<file path="src/rtl/mant_div48by24.sv">
// Sequential radix-2 restoring divider: 2*WIDTH-bit dividend / WIDTH-bit divisor.
// One quotient bit per clock, start/done handshake, overflow and divide-by-zero flags.
module mant_div48by24 #(
  parameter int WIDTH = 24
) (
  input  logic               clk,
  input  logic               rst,
  input  logic               start,
  input  logic [2*WIDTH-1:0] A,
  input  logic [WIDTH-1:0]   B,
  output logic               busy,
  output logic               done,
  output logic [WIDTH-1:0]   Q,
  output logic [WIDTH-1:0]   R,
  output logic               ovf,
  output logic               dbz
);

  localparam int CW = $clog2(WIDTH + 1);

  typedef enum logic [1:0] {IDLE, CALC, FIN} state_t;

  state_t             state;
  // Stored remainder is always < divisor, so WIDTH bits suffice between steps;
  // the WIDTH+1-bit partial remainder exists only as 'shifted' below.
  logic [WIDTH-1:0]   p;
  // Low dividend half shifts out MSB-first while quotient bits shift in at the LSB.
  logic [WIDTH-1:0]   lo;
  logic [WIDTH-1:0]   b_reg;
  logic [CW-1:0]      cnt;

  logic [WIDTH:0]     shifted;
  logic [WIDTH-1:0]   diff;
  logic               ge;
  logic [WIDTH-1:0]   p_next;
  logic [WIDTH-1:0]   q_next;

  // One restoring step: shift in the next dividend bit, trial-subtract the divisor.
  always_comb begin
    shifted = {p, lo[WIDTH-1]};
    ge      = (shifted >= {1'b0, b_reg});
    // When ge holds the difference is < divisor, so its MSB is always zero.
    diff    = WIDTH'(shifted - {1'b0, b_reg});
    p_next  = ge ? diff : shifted[WIDTH-1:0];
    q_next  = {lo[WIDTH-2:0], ge};
  end

  // Control FSM with registered outputs; done is a single-cycle pulse.
  always_ff @(posedge clk) begin
    if (rst) begin
      state <= IDLE;
      busy  <= 1'b0;
      done  <= 1'b0;
      Q     <= '0;
      R     <= '0;
      ovf   <= 1'b0;
      dbz   <= 1'b0;
      cnt   <= '0;
      p     <= '0;
      lo    <= '0;
      b_reg <= '0;
    end else begin
      done <= 1'b0;
      case (state)
        IDLE: begin
          if (start) begin
            busy  <= 1'b1;
            ovf   <= 1'b0;
            dbz   <= 1'b0;
            b_reg <= B;
            if (B == '0) begin
              dbz   <= 1'b1;
              Q     <= '1;
              R     <= A[WIDTH-1:0];
              state <= FIN;
            end else if (A[2*WIDTH-1:WIDTH] >= B) begin
              // Quotient would need more than WIDTH bits.
              ovf   <= 1'b1;
              Q     <= '1;
              R     <= '0;
              state <= FIN;
            end else begin
              p     <= A[2*WIDTH-1:WIDTH];
              lo    <= A[WIDTH-1:0];
              cnt   <= CW'(WIDTH);
              state <= CALC;
            end
          end
        end
        CALC: begin
          p   <= p_next;
          lo  <= q_next;
          cnt <= cnt - 1'b1;
          if (cnt == CW'(1)) begin
            Q     <= q_next;
            R     <= p_next;
            done  <= 1'b1;
            busy  <= 1'b0;
            state <= IDLE;
          end
        end
        FIN: begin
          done  <= 1'b1;
          busy  <= 1'b0;
          state <= IDLE;
        end
        default: state <= IDLE;
      endcase
    end
  end

endmodule

</file>
<file path="config.mk">
export PLATFORM = sky130hd
export DESIGN_NAME = mant_div48by24
export DESIGN_NICKNAME = d
export VERILOG_FILES = /design/src/rtl/mant_div48by24.sv
export SDC_FILE = /design/constraint.sdc
export NUM_CORES = 1
export LEC_CHECK = 0
export BUFFER_PORTS_ARGS = -buffer_cell sky130_fd_sc_hd__buf_2
export CAP_MARGIN = 10
export CORE_ASPECT_RATIO = 0.8
export CORE_MARGIN = 2
export CORE_UTILIZATION = 40
export CTS_BUF_LIST = sky130_fd_sc_hd__clkbuf_16
export DETAILED_ROUTE_END_ITERATION = 6
export GPL_ROUTABILITY_DRIVEN = 0
export MAX_ROUTING_LAYER = met4
export PLACE_DENSITY = 0.69
export SYNTH_ARGS = -nofsm -noshare
export SYNTH_HDL_FRONTEND = slang
export SYNTH_SLANG_ARGS = --single-unit
</file>
<file path="constraint.sdc">
create_clock -name clk -period 4.4 [get_ports clk]
set_input_delay 0 -clock clk [delete_from_list [all_inputs] [get_ports clk]]
set_output_delay 0 -clock clk [all_outputs]
set_load 0.005 [all_outputs]
</file>
==> metrics <==
min-delay src A[34]; switching share of power 0.4167; final hold slack 6.967 ps; Gate Count Post-Synth 954; syn nets 1084; CTS max path bufs 2; WL final 25320 µm; slew margin rel. 0.3517; Sum Neg Setup Slack 0 ps; Clock Power Share 0.254; Num CTS Buffers 17; CTS root buffer clkbuf_16; Seq pwr share 0.295; area of the multi-input gates 4710 µm²; cell taking the most area after synthesis dfxtp_1; HPWL reported at the end of detailed placement 18030 µm; Crit. path cell count 10; Post-synth EDFFs 0; Max Slew Vio Count 0; hold path depth 3; DR iter-0 viols 776; synthesized area per cell 8.191 µm²; internal power 3.133 mW; CTS tree yes; antenna viol nets, final 0; max incr delay on CP 790 ps; Fill cells 1760; crit end category flip-flop; Worst Skew 10.51 ps; final hold violation count 0; top cell type's share of synthesized area 0.3356; share of cells above drive strength 1 0.1938; post-synthesis sequential area ratio 0.3356; post-synthesis register bit count 131; Post-Syn Area 7814 µm²; worst r2r src b_reg[11]; Cell Pwr Density 547.9 nW/µm²; critical path class flip-flop to flip-flop; die width 160.3 µm; Max rail drop VDD 0.0003006 V; Hold Path Class input pin to flip-flop; global-route wire length before repair 39700 µm; Yosys Warn Count 0; RSZ-0062 raised after global routing no; htree depth 4; wire length per cell 18.36 µm; worst-path cell chain inv_1, ha_1, and2_1, a21o_1, a311oi_1, a211oi_2, o21ai_4, mux2_1, a22oi_1, a21oi_1; vias per cell 5.682; # setup viols final 0; Lkg Pwr 4.222 nW; # port buffers 126; Die H 129.0 µm; Final Critical Period 3353 ps; Hold EP p[10]; post-CTS resize count 0; final net count 1237; Top Ports 127; DR pass1 iterations 5; DP Worst Slack 1113 ps; Die ar. 20680 µm²; Starting Density 0.4094; Net Sw Power 2.238 mW; initial antenna violation count 0; Final Worst Setup Slack 1047 ps; area grow syn2layout 25.46%; register area 2623 µm²; final worst-path cycle share 0.7620; combinational cell fraction of total power 0.451; max cap viols 0; Reg2Reg Depth 10; synth unique cells 75; slowest CP cell o21ai_4; largest net degree at the start of global routing 80; Synth Flop Type dfxtp_1; Worst setup SP type flip-flop; Crit Path Max Fanout 31; vias after detailed routing 7835; GRT Residual Overflow 0; Buf+Inv Stages, Crit Path 1; CP required 4700 ps; worst skew pair latency 430 ps; Slew @ Worst Pin 968.8 ps; CP top delay family compound AO/OA/AOI/OAI gates; Arr. time, crit path 3660 ps; Core ar. 19090 µm²; setup slack, reg-to-reg 1050 ps; vias in the first global route 7274; GRT Total Usage 0.2506; Reg2Reg Capture Point R[5]; FMAX 298.3 MHz; DR DRC count 0; FP Rows 45; ys async rst share 0; status finished clean; Worst-path clk slew 60 ps; CTS Sinks 131; synth top area cells dfxtp_1 34%, ha_1 8.6%, a21oi_1 4.9%, nand2_1 4.8%, nor2_1 4.0%
what timing repair did:
action | CTS | global route
buffers inserted | 0 | 0
endpoints found under the hold margin | 82 | 0
hold buffers | 61 | 0
stage by stage:
step / power [mW] / util / area (µm²) / std cells
2_1_floorplan: 3.242 / - / 7814 / 954
3_3_place_gp: 3.904 / 0.4520 / 8628 / 1285
3_5_place_dp: 3.928 / 0.4520 / 8628 / 1285
4_1_cts: 5.338 / 0.5135 / 9801 / 1378
5_1_grt: 5.692 / 0.5135 / 9801 / 1378
6_report: 5.371 / 0.5136 / 9803 / 1379
metal layers:
layer,up-vias,track usage,share of wire
li1,3791,-,-
met1,3720,0.3484,0.47
met2,289,0.3713,0.44
met3,35,0.05186,0.073
met4,0,0.06571,0.016
met5,-,-,0
synthesized netlist by cell type, types with 4 or more instances:
cell type,n
o21ai_0,49
or3_1,5
a21oi_1,76
dfxtp_1,131
a31oi_1,18
and3_1,6
inv_1,58
buf_1,4
mux2i_1,26
o41ai_1,12
nand2_1,100
xnor2_1,11
o31ai_1,5
a311oi_1,4
ha_1,54
nor3_1,10
mux2_1,10
a211o_1,5
buf_2,13
a22oi_1,10
nor4_1,10
nor2b_1,7
a21o_1,16
xor2_1,8
nand4_1,7
o221a_2,24
and2_1,7
nor2_1,83
nand2b_1,10
nand3_1,26
o211ai_1,7
a211oi_1,36
clkbuf_1,49
worst max path at each step:
stage                         start  endpoint  slack (ps)
final                     b_reg[11]      R[5]        1050
after global routing      b_reg[11]     p[14]         750
after CTS                 b_reg[11]      R[5]        1080
after detailed placement  b_reg[11]      R[5]        1110
after global placement    b_reg[11]      R[5]        1080
after floorplan            b_reg[2]     R[20]        1830
power by group through the flow:
stage | registers, mW | logic [mW] | clock network (mW)
detailed placement | 1.61 | 2.32 | 0
CTS | 1.58 | 2.38 | 1.38
global route | 1.61 | 2.65 | 1.43
finish | 1.58 | 2.42 | 1.37
global placement | 1.60 | 2.30 | 0
floorplan | 1.58 | 1.67 | 0
cells by family (layout without fill, tap and decap cells):
group                      count (synthesis)  after routing  share of synthesized area
other                                      0              1                          0
DFF                                      131            131                     0.3356
AOI/OAI and AO/OA                        297            297                     0.2697
buffers and inverters                    127            293                    0.06405
adders and majority gates                 55             55                    0.08903
and+or+nand+nor                          288            288                     0.1712
muxes                                     37             37                    0.04916
xor gates and xnor gates                  19             19                    0.02130
worst reg2reg max path, cell delays in order (launching register included):
cell and delay [ps]:
dfxtp_1 320, inv_1 40, ha_1 360, and2_1 220
a21o_1 200, a311oi_1 350, a211oi_2 120, o21ai_4 790
mux2_1 500, a22oi_1 230, a21oi_1 100
cells in the final DEF (no fill, tap or decap), types with 8 or more instances in the layout:
cell,synthesis,layout
nand2b_1,10,10
xnor2_1,11,11
nand3_1,26,26
nand2_1,100,100
buf_4,0,13
nor2_1,83,83
buf_2,13,126
ha_1,54,53
a21o_1,16,16
mux2i_1,26,26
dfxtp_1,131,131
inv_1,58,57
nor4_1,10,10
clkbuf_16,0,17
o41ai_1,12,12
a22oi_1,10,10
o221a_2,24,24
o21ai_0,49,49
xor2_1,8,8
nor3_1,10,9
a21oi_1,76,76
dlygate4sd3_1,0,61
mux2_1,10,10
a211oi_1,36,36
a31oi_1,18,18
cell type report:
cell class / count / area share
multi-input cells: 696 / 0.4804
flip-flops and latches: 131 / 0.2675
repair buffers: 201 / 0.1386
clock buffers: 17 / 0.04340
well taps: 258 / 0.03293
inverters: 60 / 0.02297
clock inverters: 15 / 0.01391
diodes: 1 / 0.0002553
No activity file was read; power rests on OpenSTA's default activity.
